**src/rtl/jt7759_fifo.sv**
```systemverilog
// rtl/jt7759_fifo.sv - uPD7759 sample-data prefetch FIFO, ROM master or CPU slave byte source.
// Optional sticky slave-overflow flag enabled by defining JT7759_FIFO_OVFL_EN.
module jt7759_fifo #(
   parameter  int DW    = 8,
   parameter  int AW    = 17,
   parameter  int DEPTH = 4,
   parameter  int GAP   = 31,
   localparam int LW    = $clog2(DEPTH) + 1
) (
   input  logic          clk,
   input  logic          rst,
   input  logic          cen_ctl,
   input  logic          mdn,
   input  logic          ctrl_flush,
   input  logic          ctrl_cs,
   input  logic          ctrl_busyn,
   input  logic [AW-1:0] ctrl_addr,
   output logic [DW-1:0] ctrl_din,
   output logic          ctrl_ok,
   output logic          rom_cs,
   output logic [AW-1:0] rom_addr,
   input  logic [DW-1:0] rom_data,
   input  logic          rom_ok,
   input  logic          cs,
   input  logic          wrn,
   input  logic [DW-1:0] din,
   output logic          drqn,
   output logic [LW-1:0] level,
   output logic          ovfl
);

   localparam int IW = $clog2(DEPTH);
   localparam int GW = (GAP > 0) ? $clog2(GAP + 1) : 1;

   logic [DW-1:0] mem [DEPTH];
   logic [LW-1:0] wr_ptr, rd_ptr;
   logic [GW-1:0] gap_cnt;
   logic          drq_seen;
   logic          cs_l;
   logic          armed;
   logic          clr, full, wr_en, rd_en;
   logic [DW-1:0] wr_data;

   assign level   = wr_ptr - rd_ptr;
   assign full    = level == LW'(DEPTH);
   assign clr     = ctrl_busyn | ctrl_flush;
   assign rom_cs  = mdn & ~drqn;
   assign wr_data = mdn ? rom_data : din;
   // ROM data is trusted only once drqn has been low for a full cycle
   assign wr_en   = ~drqn & (mdn ? (drq_seen & rom_ok) : (cs & ~wrn));
   assign rd_en   = ctrl_cs & (armed | ~cs_l) & (level != '0);

   always_ff @(posedge clk) begin
      if (wr_en && !clr) mem[wr_ptr[IW-1:0]] <= wr_data;
   end

   always_ff @(posedge clk, posedge rst) begin
      if (rst) begin
         wr_ptr   <= '0;
         rd_ptr   <= '0;
         gap_cnt  <= '0;
         drqn     <= 1'b1;
         drq_seen <= 1'b0;
         cs_l     <= 1'b0;
         armed    <= 1'b0;
         ctrl_ok  <= 1'b0;
         ctrl_din <= '0;
         rom_addr <= '0;
      end else begin
         cs_l     <= ctrl_cs;
         drq_seen <= ~drqn;
         if (cen_ctl && gap_cnt != '0) gap_cnt <= gap_cnt - 1'b1;

         if (clr) begin
            wr_ptr <= '0;
            rd_ptr <= '0;
            drqn   <= 1'b1;
         end else begin
            if (wr_en) begin
               wr_ptr  <= wr_ptr + 1'b1;
               drqn    <= 1'b1;
               gap_cnt <= GW'(GAP);
            end else if (drqn && !full && gap_cnt == '0) begin
               drqn <= 1'b0;
            end
            if (rd_en) rd_ptr <= rd_ptr + 1'b1;
         end

         if (!ctrl_cs) begin
            ctrl_ok <= 1'b0;
            armed   <= 1'b0;
         end else if (rd_en && !clr) begin
            ctrl_din <= mem[rd_ptr[IW-1:0]];
            ctrl_ok  <= 1'b1;
            armed    <= 1'b0;
         end else if (!cs_l) begin
            ctrl_ok <= 1'b0;
            armed   <= 1'b1;
         end

         if (ctrl_flush) rom_addr <= ctrl_addr;
         else if (wr_en && mdn && !clr) rom_addr <= rom_addr + 1'b1;
      end
   end

`ifdef JT7759_FIFO_OVFL_EN
   always_ff @(posedge clk, posedge rst) begin
      if (rst) ovfl <= 1'b0;
      else if (!mdn && cs && !wrn && drqn && full) ovfl <= 1'b1;
   end
`else
   assign ovfl = 1'b0;
`endif

endmodule
```
**config.mk**
```make
export PLATFORM = sky130hd
export DESIGN_NAME = jt7759_fifo
export DESIGN_NICKNAME = d
export VERILOG_FILES = /design/src/rtl/jt7759_fifo.sv
export SDC_FILE = /design/constraint.sdc
export NUM_CORES = 1
export LEC_CHECK = 0
export ABC_CLOCK_PERIOD_IN_PS = 4200
export BUFFER_PORTS_ARGS = -buffer_cell sky130_fd_sc_hd__buf_4
export CORE_MARGIN = 2
export CORE_UTILIZATION = 60
export CTS_BUF_LIST = sky130_fd_sc_hd__clkbuf_2 sky130_fd_sc_hd__clkbuf_4 sky130_fd_sc_hd__clkbuf_8
export DETAILED_ROUTE_END_ITERATION = 12
export GPL_TIMING_DRIVEN = 0
export HOLD_SLACK_MARGIN = 0.15
export PLACE_DENSITY = 0.87
export SYNTH_ARGS = -nofsm -noshare
export SYNTH_HDL_FRONTEND = slang
export SYNTH_SLANG_ARGS = --single-unit
```
**constraint.sdc**
```tcl
create_clock -name clk -period 4.2 [get_ports clk]
set_input_delay 0.42 -clock clk [delete_from_list [all_inputs] [get_ports clk]]
set_output_delay 0.42 -clock clk [all_outputs]
set_load 0.005 [all_outputs]
```
Word level (Yosys, flattened, before mapping)
Memories as Yosys holds them, arrays and structs flattened. A register that Yosys moved wholly into a read port is not among the register bits.
Cells that the tools add are included.
Word-level totals
  memory bits (writable): 32
  output and inout bits: 32
  memories kept: 1
  input bits: 43
  word-level logic and storage cells: 67
  register bits: 33
Memories
  mem: depth 4, bits a word 8, read ports 1, clocked after memory_dff 1, write ports 1, RTL line 35  | logic [DW-1:0] mem [DEPTH];
Operators by class
  equal/unequal tests: 2
  reduce and logical (&&, ||, !) cells: 17
  bitwise operators: 11
  add/subtract/negate cells: 5
  mux-type cells: 22
Operator list (count)
  two-way mux 17 bit: 2
  adder 17 x 1 -> 17 bit (second input constant): 1
  two-way mux 5 bit: 3
  two-way mux 1 bit: 12
  two-way mux 3 bit: 4
  two-way mux 8 bit: 1
  logical AND 1 bit: 7
  adder 3 x 1 -> 3 bit (second input constant): 2
  bitwise AND 1 bit: 6
  nonzero test 2 bit: 3
  nonzero test 3 bit: 2
  zero test 5 bit: 1
  nonzero test 5 bit: 1
  subtractor 5 x 1 -> 5 bit (second input constant): 1
  equality test 3 bit (second input constant): 1
  inequality test 3 x 2 -> 1 bit (second input constant): 1
  NOT 1 bit: 3
  subtractor 3 bit: 1
  zero test 1 bit: 2
  OR 1 bit: 2
  AND reduction 2 bit: 1

Longest topological paths before layout
Gate-level depths: netlist of the first run.
  depth after elaboration: 8
  depth in mapped cells: 8
  gate-level depth less buffers: 7

Worst setup path before layout of the first run
No wires, ideal clock.
  path type: reg-to-reg
  start point: register wr_ptr[0]
  end point: register ctrl_din[0] (read register of mem)
  setup slack: 1.679 ns
  clock period less this slack: 2.521 ns
  cell stages (with the launch flop): 9
  library setup time: 0.125 ns
  data arrival time: 2.397 ns
  data required time: 4.075 ns
  buffers on the path: 1
  cell sequence: dfrtp_1 > inv_1 > ha_1 > fa_1 > xor3_1 > o211ai_1 > or2_2 > buf_2 > mux2_2
Between the ends
  word-level cells in the longest chain between the ends: 5
RTL lines
  start, declared: RTL line 36  | logic [LW-1:0] wr_ptr, rd_ptr;
  start signal, assigned: RTL line 80  | wr_ptr <= wr_ptr + 1'b1;
  subtractor 3 bit: RTL line 44  | assign level = wr_ptr - rd_ptr;
  named net level[2]: RTL line 28  | output logic [LW-1:0] level,
  nonzero test 3 bit: RTL line 51  | assign rd_en = ctrl_cs & (armed | ~cs_l) & (level != '0);
  bitwise AND 1 bit: RTL line 51
  logical AND 1 bit: RTL line 92  | end else if (rd_en && !clr) begin
  AND reduction 2 bit (no source line)
  end, declared: RTL line 18  | output logic [DW-1:0] ctrl_din,
The timed path passes the listed nets, and every way through them passes these cells.
A chain may end at the register's enable or synchronous reset.

Worst setup path in the final report of the first run
  start point: register wr_ptr[0]
  end point: register ctrl_din[0] (read register of mem)
Between the ends
  word-level cells in the longest chain between the ends: 5
RTL lines (RTL line)
  subtractor 3 bit: 44
  nonzero test 3 bit: 51
  bitwise AND 1 bit: 51
  logical AND 1 bit: 92
  AND reduction 2 bit (no source line)
No other way between the ends.

==> out/metrics.cfg, run 1 <==
[hold_path]
min-delay-start=ctrl_cs
hold_depth=1
hp-class=primary input to flip-flop
min_to=cs_l$_DFF_PP0_

[final_layout]
drive_above_1_share_pct=33.5
area_growth_pct=23.6
final_nets=417
fill_cells=388
n_antenna_cell=0

[global_route]
grt_antenna_before_repair=0
grt_max_degree=42
grt_pass1_wl_mm=12.1
overflow=0
grt_pass1_vias=2505
grtUsageTotal_pct=25.6

[sta]
rsz0062_at_grt=no
finalCriticalPeriod_ps=2860
fin_ws_ps=1340
final-setup-viol-count=0
hold_slack_ps=211
finalCritPeriodShare_pct=68.2
finClkSkew_ps=13.8
worst_pin_slew_ps=885
max_freq_mhz=349
slew_headroom_pct=40.9
hold_viol=0
slew_violations=0
finalSetupTns_ps=0

[routing]
drc=0
vias=2615
drt_wl_total_mm=7.58
drtAntennaViolNets=0
firstDrtPassIters=5
drt-wirelength-per-cell_um=17.1
drt-initial-drc-count=282
viasPerCell=5.92

[critical_path]
r2r-end=ctrl_din[0]$_DFFE_PP0P_
reg2reg_depth=8
setup.worst_path.end_class=flip-flop
arrival_ps=3090
r2r_slack_ps=1340
worst_r2r_startpoint=wr_ptr[0]$_DFFE_PP0P_
start_kind=flip-flop
crit_fanout=10
crit_type=flip-flop to flip-flop
crit_required_ps=4430

[run_status]
status=completed

[clock_network]
cts_sinks=73
cts_setup_buffers=0
clock_latency_ps=350
htreeDepth=3
cts_buffer_depth=2
cts_resized=0
cts_tree=done
clk_pin_slew_ps=90
postCtsHoldBufs=0
cts_root_buf=clkbuf_8
cts_buffers=9

[pwr]
ir_worst_vdd_mv=0.279
power_density_nw_per_um2=362
p_leak_uw=0.00183

[yosys]
ys_ff_latch=73
syn_nets=333
ys_seq_area_share_pct=56.9
ys.flop_type=dfrtp_1
syn-instance-count=281
synth_cell_types=53
synth_edf_count=32
synth.most_common_cell=dfrtp_1
syn_area_per_cell_um2=12.4
synthTopCellsByCount=dfrtp_1 (40), edfxtp_1 (32), nand2_1 (26)
netlist_area_um2=3490
async_flop_share_pct=56.2
synth.largest_area_cell=dfrtp_1
synthTopCellsByArea=dfrtp_1 (29%), edfxtp_1 (28%), mux2_2 (5.2%)
yosysTopAreaCellShare_pct=28.7
yosysWarnings=0

[floorplanning]
fp-row-count=27
dieArea_um2=6450
die_w_um=80.3
core-area_um2=5570
start_util_pct=62.6
ios=75
die_h_um=80.3

[place]
place_ws_ps=1000
dpl.hpwl_mm=5.44
gp_congestion=0.977
port_buffers=73

[run]
max_cap_viol_count=0

report_power, final:
| group | total (uW) | switching [uW] | leakage, uW | internal (uW) |
|---|---|---|---|---|
| logic | 209 | 98.5 | 0.000929 | 111 |
| clock network | 517 | 292 | 0.0000888 | 225 |
| registers | 836 | 44.9 | 0.000811 | 791 |
| total | 1560 | 435 | 0.00183 | 1130 |
layout make-up:
cell class | count | area [um^2] | share of cell area [%]
flip-flops and latches | 73 | 1990 | 46.1
multi-input cells | 183 | 1400 | 32.5
repair buffers | 73 | 548 | 12.7
clock buffers | 9 | 124 | 2.87
well taps | 72 | 90.1 | 2.09
clock inverters | 7 | 61.3 | 1.42
plain buffers | 12 | 53.8 | 1.25
inverters | 13 | 48.8 | 1.13
cell families after synthesis:
family                   synth area share (%)
adder cells (fa/ha/maj)                  3.44
AO/OA/AOI/OAI                            7.67
XOR/XNOR                                 3.69
buffers and inverters                    2.94
flip-flops                               56.9
AND/OR/NAND/NOR                          14.3
multiplexers                             10.9
other                                   0.107
routing by layer:
| layer | vias to the layer above | share of wire [%] | global-route usage [%] |
|---|---|---|---|
| met3 | 21 | 4.6 | 3.93 |
| li1 | 1212 | - | - |
| met5 | - | 0 | 0 |
| met1 | 1287 | 44 | 36.1 |
| met4 | 0 | 2.8 | 13.7 |
| met2 | 95 | 49 | 38.5 |
per-stage QoR:
step                total power (uW)  area, um^2  std cells  utilization (%)
finish                          1560        4320        442             77.4
global route                    1640        4320        442             77.4
CTS                             1570        4320        442             77.4
detailed placement              1060        4130        426             74.1
global placement                1050        4130        426             74.1
floorplan                        960        3490        281                -
registers in the layout, indices dropped and copies added (netlist names):
| name | cells |
|---|---|
| armed | 1 |
| cs_l | 1 |
| ctrl_din | 8 |
| ctrl_ok | 1 |
| drq_seen | 1 |
| drqn | 1 |
| gap_cnt | 5 |
| mem | 32 |
| rd_ptr | 3 |
| rom_addr | 17 |
| wr_ptr | 3 |
how the worst max path moves through the flow:
stage,slack (ps),to,depth (start not counted),start
global route,1190,mem[3][1]$_DFFE_PP_,6,mdn
finish,1340,ctrl_din[0]$_DFFE_PP0P_,8,wr_ptr[0]$_DFFE_PP0P_
floorplan,1680,ctrl_din[0]$_DFFE_PP0P_,8,wr_ptr[0]$_DFFE_PP0P_
global placement,1050,mem[3][5]$_DFFE_PP_,6,mdn
detailed placement,1000,mem[3][3]$_DFFE_PP_,6,mdn
CTS,1370,ctrl_din[0]$_DFFE_PP0P_,8,wr_ptr[0]$_DFFE_PP0P_
worst max-delay path: stages, from the launching register on:
cell      delay (ps)
dfrtp_1          430
inv_1            120
ha_1             230
fa_1             370
xor3_1           450
o211ai_1         360
or2_2            170
buf_2            250
mux2_2           380
cell usage in the layout, fill, tap and decap left out, types with 3 or more instances in the layout:
master / instances
clkbuf_8: 9
dfrtp_1: 40
mux4_2: 8
ha_1: 8
xor2_1: 4
nor3_1: 4
nand4_1: 4
nor4_1: 6
o31ai_1: 3
mux2_2: 16
clkbuf_1: 6
o211ai_1: 5
a31oi_1: 3
edfxtp_1: 32
buf_2: 3
xnor2_1: 8
nand2_1: 26
nor2_1: 13
inv_1: 12
and3_1: 5
or4_1: 3
a21oi_1: 4
inv_6: 3
nand3_1: 17
o21ai_0: 10
buf_4: 74
and4_1: 3
Power figures use the tool's default switching activity.
==> run 2: changes to the inputs <==
Settings changed: ABC_CLOCK_PERIOD_IN_PS 4200 to 2450, CORE_UTILIZATION 60 to 51, PLACE_DENSITY 0.87 to 0.78.
Clock period 4.2 ns to 2.45 ns, I/O delays scaled along.
==> run 2 against run 1 <==
Worst hold slack worse by 45 ps. Clock-buffer cell count is 3 higher. Die area grew 17%. Non-clock buffer count is 18 higher. Utilization down 9.9 points. Final cell count is 6.1% higher. Fmax up 22%. Via count is 2.8% higher. Register-to-register slack worse by 1200 ps. Clock skew shrank 7.2 ps. Critical path depth decreased by 1. Combinational power up 80%. Critical path type unchanged. Largest cell class unchanged. Highest routed layer unchanged.
==> out/metrics.cfg, run 2 (same netlist as run 1, synthesis figures left out) <==
[run_status]
status=completed

[sta]
worst_pin_slew_ps=876
hold_viol=0
hold_slack_ps=165
max_freq_mhz=427
slew_violations=0
final-setup-viol-count=0
fin_ws_ps=105
finClkSkew_ps=6.64
slew_headroom_pct=41.5
finalCriticalPeriod_ps=2340
finalCritPeriodShare_pct=95.7
rsz0062_at_grt=no

[floorplanning]
ios=75
dieArea_um2=7530
die_h_um=86.8
start_util_pct=52.0
fp-row-count=30
core-area_um2=6720
die_w_um=86.8

[clock_network]
cts_buffer_depth=2
cts_buffers=9
clk_pin_slew_ps=70
htreeDepth=3
cts_sinks=73
cts_root_buf=clkbuf_8
clock_latency_ps=350
cts_tree=done

[routing]
drt-initial-drc-count=263
drc=0
drt-wirelength-per-cell_um=17.2
drt_wl_total_mm=8.06
drtAntennaViolNets=0
firstDrtPassIters=4
viasPerCell=5.73
vias=2688

[final_layout]
drive_above_1_share_pct=33.4
final_nets=436
layout_commonest_cell=buf_4
n_antenna_cell=0
multi_input_area_um2=1430
utilization_pct=67.5
sequential_cell_area_um2=1990
area_growth_pct=29.9
fill_cells=503
fin_area_um2=4540
most-common-layout-cells=buf_4 (77), dfrtp_1 (40), edfxtp_1 (32)
largest_reg_flops=32

[critical_path]
worst_r2r_startpoint=wr_ptr[0]$_DFFE_PP0P_
start_kind=flip-flop
r2r-end=ctrl_din[1]$_DFFE_PP0P_
crit_required_ps=2680
reg2reg_depth=7
r2r_slack_ps=110
setup.worst_path.end_class=flip-flop
crit_fanout=5
arrival_ps=2580
crit_type=flip-flop to flip-flop

[hold_path]
min-delay-start=ctrl_addr[13]
hold_depth=3
hp-class=primary input to flip-flop
min_to=rom_addr[13]$_DFFE_PP0P_

[place]
dpl.hpwl_mm=5.33
place_ws_ps=-629
gp_congestion=0.814
port_buffers=73
dpl-instance-area_um2=4140

[global_route]
overflow=0
grtUsageTotal_pct=22.8
grt_pass1_vias=2654
grt_antenna_before_repair=0
grt_pass1_wl_mm=12.9
grt_max_degree=42

[pwr]
total_power_uw=2740
p_leak_uw=0.00192
ir_worst_vdd_mv=0.479
power_density_nw_per_um2=603

[run]
max_cap_viol_count=0

run 2: cell types whose count changed in the layout (fill, tap and decap cells not counted), moves of 2 or more:
| cell | delta |
|---|---|
| buf_4 | +3 |
| dlygate4sd3_1 | +16 |
| or2_4 | +2 |
| inv_6 | -3 |
| clkbuf_4 | +3 |
run 2: per-layer routing:
metal	wire length, um	track usage [%]
met4	242	12.2
met2	3910	34.3
met5	0	0
met3	512	4.29
met1	3400	31.5
run 2: power by group:
group / internal, uW / switching, uW
sequential: 1360 / 77.3
combinational: 207 / 170
clock: 500 / 426
run 2: per-stage QoR:
stage / setup TNS [ps] / instances
after detailed placement: -9940 / 434
after global routing: 0 / 469
after CTS: 0 / 466
after floorplan: 0 / 281
final: 0 / 469
after global placement: -8940 / 434
run 2: cell type report:
cell class	instances	area share, %
Buffer	11	1.08
Clock buffer	12	3.23
Clock inverter	4	1.02
Inverter	13	1.08
Multi-Input combinational cell	184	31.5
Sequential cell	73	43.8
Tap cell	80	2.21
Timing Repair Buffer	92	16.1
run 2: what timing repair did:
item                                    in CTS  in global routing
buffers inserted                             1                  2
gates resized for setup                      2                  5
endpoints found under the setup margin      17                 17
hold buffers                                16                  0
pin swaps                                    1                  2
endpoints found under the hold margin       55                  0
gates cloned                                 0                  1
run 2: how the worst max path moves through the flow:
| stage | from | to | slack, ps | cells past startpoint |
|---|---|---|---|---|
| CTS | wr_ptr[0]$_DFFE_PP0P_ | ctrl_din[1]$_DFFE_PP0P_ | 30 | 7 |
| floorplan | wr_ptr[0]$_DFFE_PP0P_ | ctrl_din[0]$_DFFE_PP0P_ | 80 | 8 |
| detailed placement | mdn | mem[3][3]$_DFFE_PP_ | -630 | 6 |
| global placement | mdn | mem[3][3]$_DFFE_PP_ | -580 | 6 |
| finish | wr_ptr[0]$_DFFE_PP0P_ | ctrl_din[1]$_DFFE_PP0P_ | 110 | 7 |
| global route | wr_ptr[0]$_DFFE_PP0P_ | ctrl_din[0]$_DFFE_PP0P_ | 6 | 7 |
run 2: worst max-delay path, cell delays in order, from the launching register on:
cell,delay [ps]
dfrtp_1,380
inv_1,100
ha_1,230
fa_2,570
nand2_1,90
o211ai_1,280
or2_4,240
mux2_2,350
==> run 3: changes to the inputs <==
Settings changed: ABC_CLOCK_PERIOD_IN_PS 2450 to 2300, CORE_UTILIZATION 51 to 45, MAX_ROUTING_LAYER set to met4, PLACE_DENSITY 0.78 to 0.68.
Clock period 2.45 ns to 2.3 ns, I/O delays scaled along.
==> run 3 against run 2 <==
Combinational power up 8.2%. Sequential share of layout area decreased by 0.63 points. Non-clock buffer count grew 5. Worst hold slack better by 59 ps. Clock skew up 4.4 ps.
==> out/metrics.cfg, run 3 (same netlist as run 1, synthesis figures left out) <==
[run_status]
status=completed

[critical_path]
worst_r2r_startpoint=wr_ptr[0]$_DFFE_PP0P_
crit_required_ps=2530
endpoint=ctrl_din[0]$_DFFE_PP0P_
cpPeakStageDelay_ps=560
crit_chain=inv_2, ha_1, fa_2, nand2_1, o211ai_1, or2_4, mux2_2
arrival_ps=2440
crit_type=flip-flop to flip-flop
r2r-end=ctrl_din[0]$_DFFE_PP0P_
crit_buf_inv=1
crit_fanout=9
r2r_slack_ps=90
critical_path_depth=7
cpMaxStageDelayCell=fa_2
setup.worst_path.end_class=flip-flop
start_kind=flip-flop
reg2reg_depth=7
cpLargestDelayFamily=adder cells
crit_path_start=wr_ptr[0]$_DFFE_PP0P_

[global_route]
grt_antenna_before_repair=0
grt_max_degree=39
grtUsageTotal_pct=20.2
overflow=0
grt_pass1_wl_mm=12.8
grt_pass1_vias=2619

[final_layout]
n_antenna_cell=0
final_nets=440
most-common-layout-cells=buf_4 (78), dfrtp_1 (40), edfxtp_1 (32)
largest_reg_flops=32
drive_above_1_share_pct=33.8
layout_commonest_cell=buf_4
area_growth_pct=31.8

[pwr]
intPower_uw=2080
p_clk_share_pct=32.3
p_sw_share_pct=27.3
power.switching_uw=780
seq_power_share_pct=53.5
combPwrFrac_pct=14.2
ir_worst_vdd_mv=0.357
p_leak_uw=0.00193
total_power_uw=2860
power_density_nw_per_um2=621

[sta]
fin_ws_ps=94.2
finClkSkew_ps=11.0
hold_viol=0
max_freq_mhz=453
final-setup-viol-count=0
finalCriticalPeriod_ps=2210
worst_pin_slew_ps=788
rsz0062_at_grt=yes
slew_headroom_pct=47.5
slew_violations=0
finalSetupTns_ps=0
finalCritPeriodShare_pct=95.9

[clock_network]
cts_root_buf=clkbuf_8
cts_sinks=73
htreeDepth=3
cts_buffers=9
clk_pin_slew_ps=90
cts_tree=done
clock_latency_ps=350
cts_buffer_depth=2

[routing]
vias=2642
viasPerCell=5.34
drtAntennaViolNets=0
drc=0
drt-initial-drc-count=148
drt_wl_total_mm=7.73
drt-wirelength-per-cell_um=15.6
firstDrtPassIters=4

[floorplanning]
die_h_um=92.1
fp-row-count=32
core-area_um2=7610
die_w_um=92.1
start_util_pct=45.9
dieArea_um2=8480
ios=75

[place]
gp_congestion=0.818
port_buffers=73
dpl.hpwl_mm=5.42
place_ws_ps=-783

[hold_path]
hp-class=primary input to flip-flop
min-delay-start=rom_data[4]

[run]
max_cap_viol_count=0

## run 3: worst register-to-register path: stages (launching register included)
cell and delay, ps:
dfrtp_1 370, inv_2 60, ha_1 200, fa_2 560
nand2_1 80, o211ai_1 220, or2_4 250, mux2_2 350
## run 3: repair_timing
item                                   in CTS  in global routing
resized for setup                           3                  1
buffers inserted                            2                  2
endpoints found under the hold margin      59                  0
hold buffers                               19                  0
pin swaps                                   1                  1
setup endpoints to repair                  16                  8
## run 3: final cells by class
class / count / area (um^2)
Multi-Input combinational cell: 183 / 1420
Clock inverter: 7 / 58.8
Timing Repair Buffer: 97 / 788
Clock buffer: 9 / 124
Buffer: 11 / 48.8
Tap cell: 102 / 128
Fill cell: 644 / 3000
Sequential cell: 73 / 1990
Inverter: 13 / 48.8
## run 3: worst min path at each step
stage	endpoint	slack, ps	cells past startpoint
2_1_floorplan	cs_l$_DFF_PP0_	260	0
5_1_grt	mem[2][4]$_DFFE_PP_	230	2
6_report	mem[2][4]$_DFFE_PP_	220	2
4_1_cts	gap_cnt[3]$_DFF_PP0_	210	4
3_5_place_dp	ctrl_din[7]$_DFFE_PP0P_	110	2
3_3_place_gp	cs_l$_DFF_PP0_	390	1
## run 3: power groups by stage
stage / clock [uW] / combinational [uW] / sequential, uW
global placement: 0 / 369 / 1550
detailed placement: 0 / 382 / 1550
CTS: 949 / 411 / 1530
floorplan: 0 / 217 / 1540
finish: 924 / 407 / 1530
global route: 1000 / 461 / 1540
## run 3: layer usage
metal | vias to the layer above | track usage (%) | share of wire (%)
li1 | 1265 | - | -
met1 | 1303 | 26.9 | 45
met2 | 64 | 31.4 | 49
met3 | 10 | 3.04 | 4.2
met4 | 0 | 8.46 | 1.6
met5 | - | - | 0
## run 3: per-stage QoR
step | area [um^2] | utilization [%] | hold slack [ps] | std cells
after floorplan | 3500 | - | 261 | 281
after global placement | 4180 | 54.9 | 386 | 456
after detailed placement | 4200 | 55.2 | 114 | 457
after CTS | 4600 | 60.4 | 211 | 494
after global routing | 4600 | 60.5 | 227 | 495
final | 4600 | 60.5 | 224 | 495
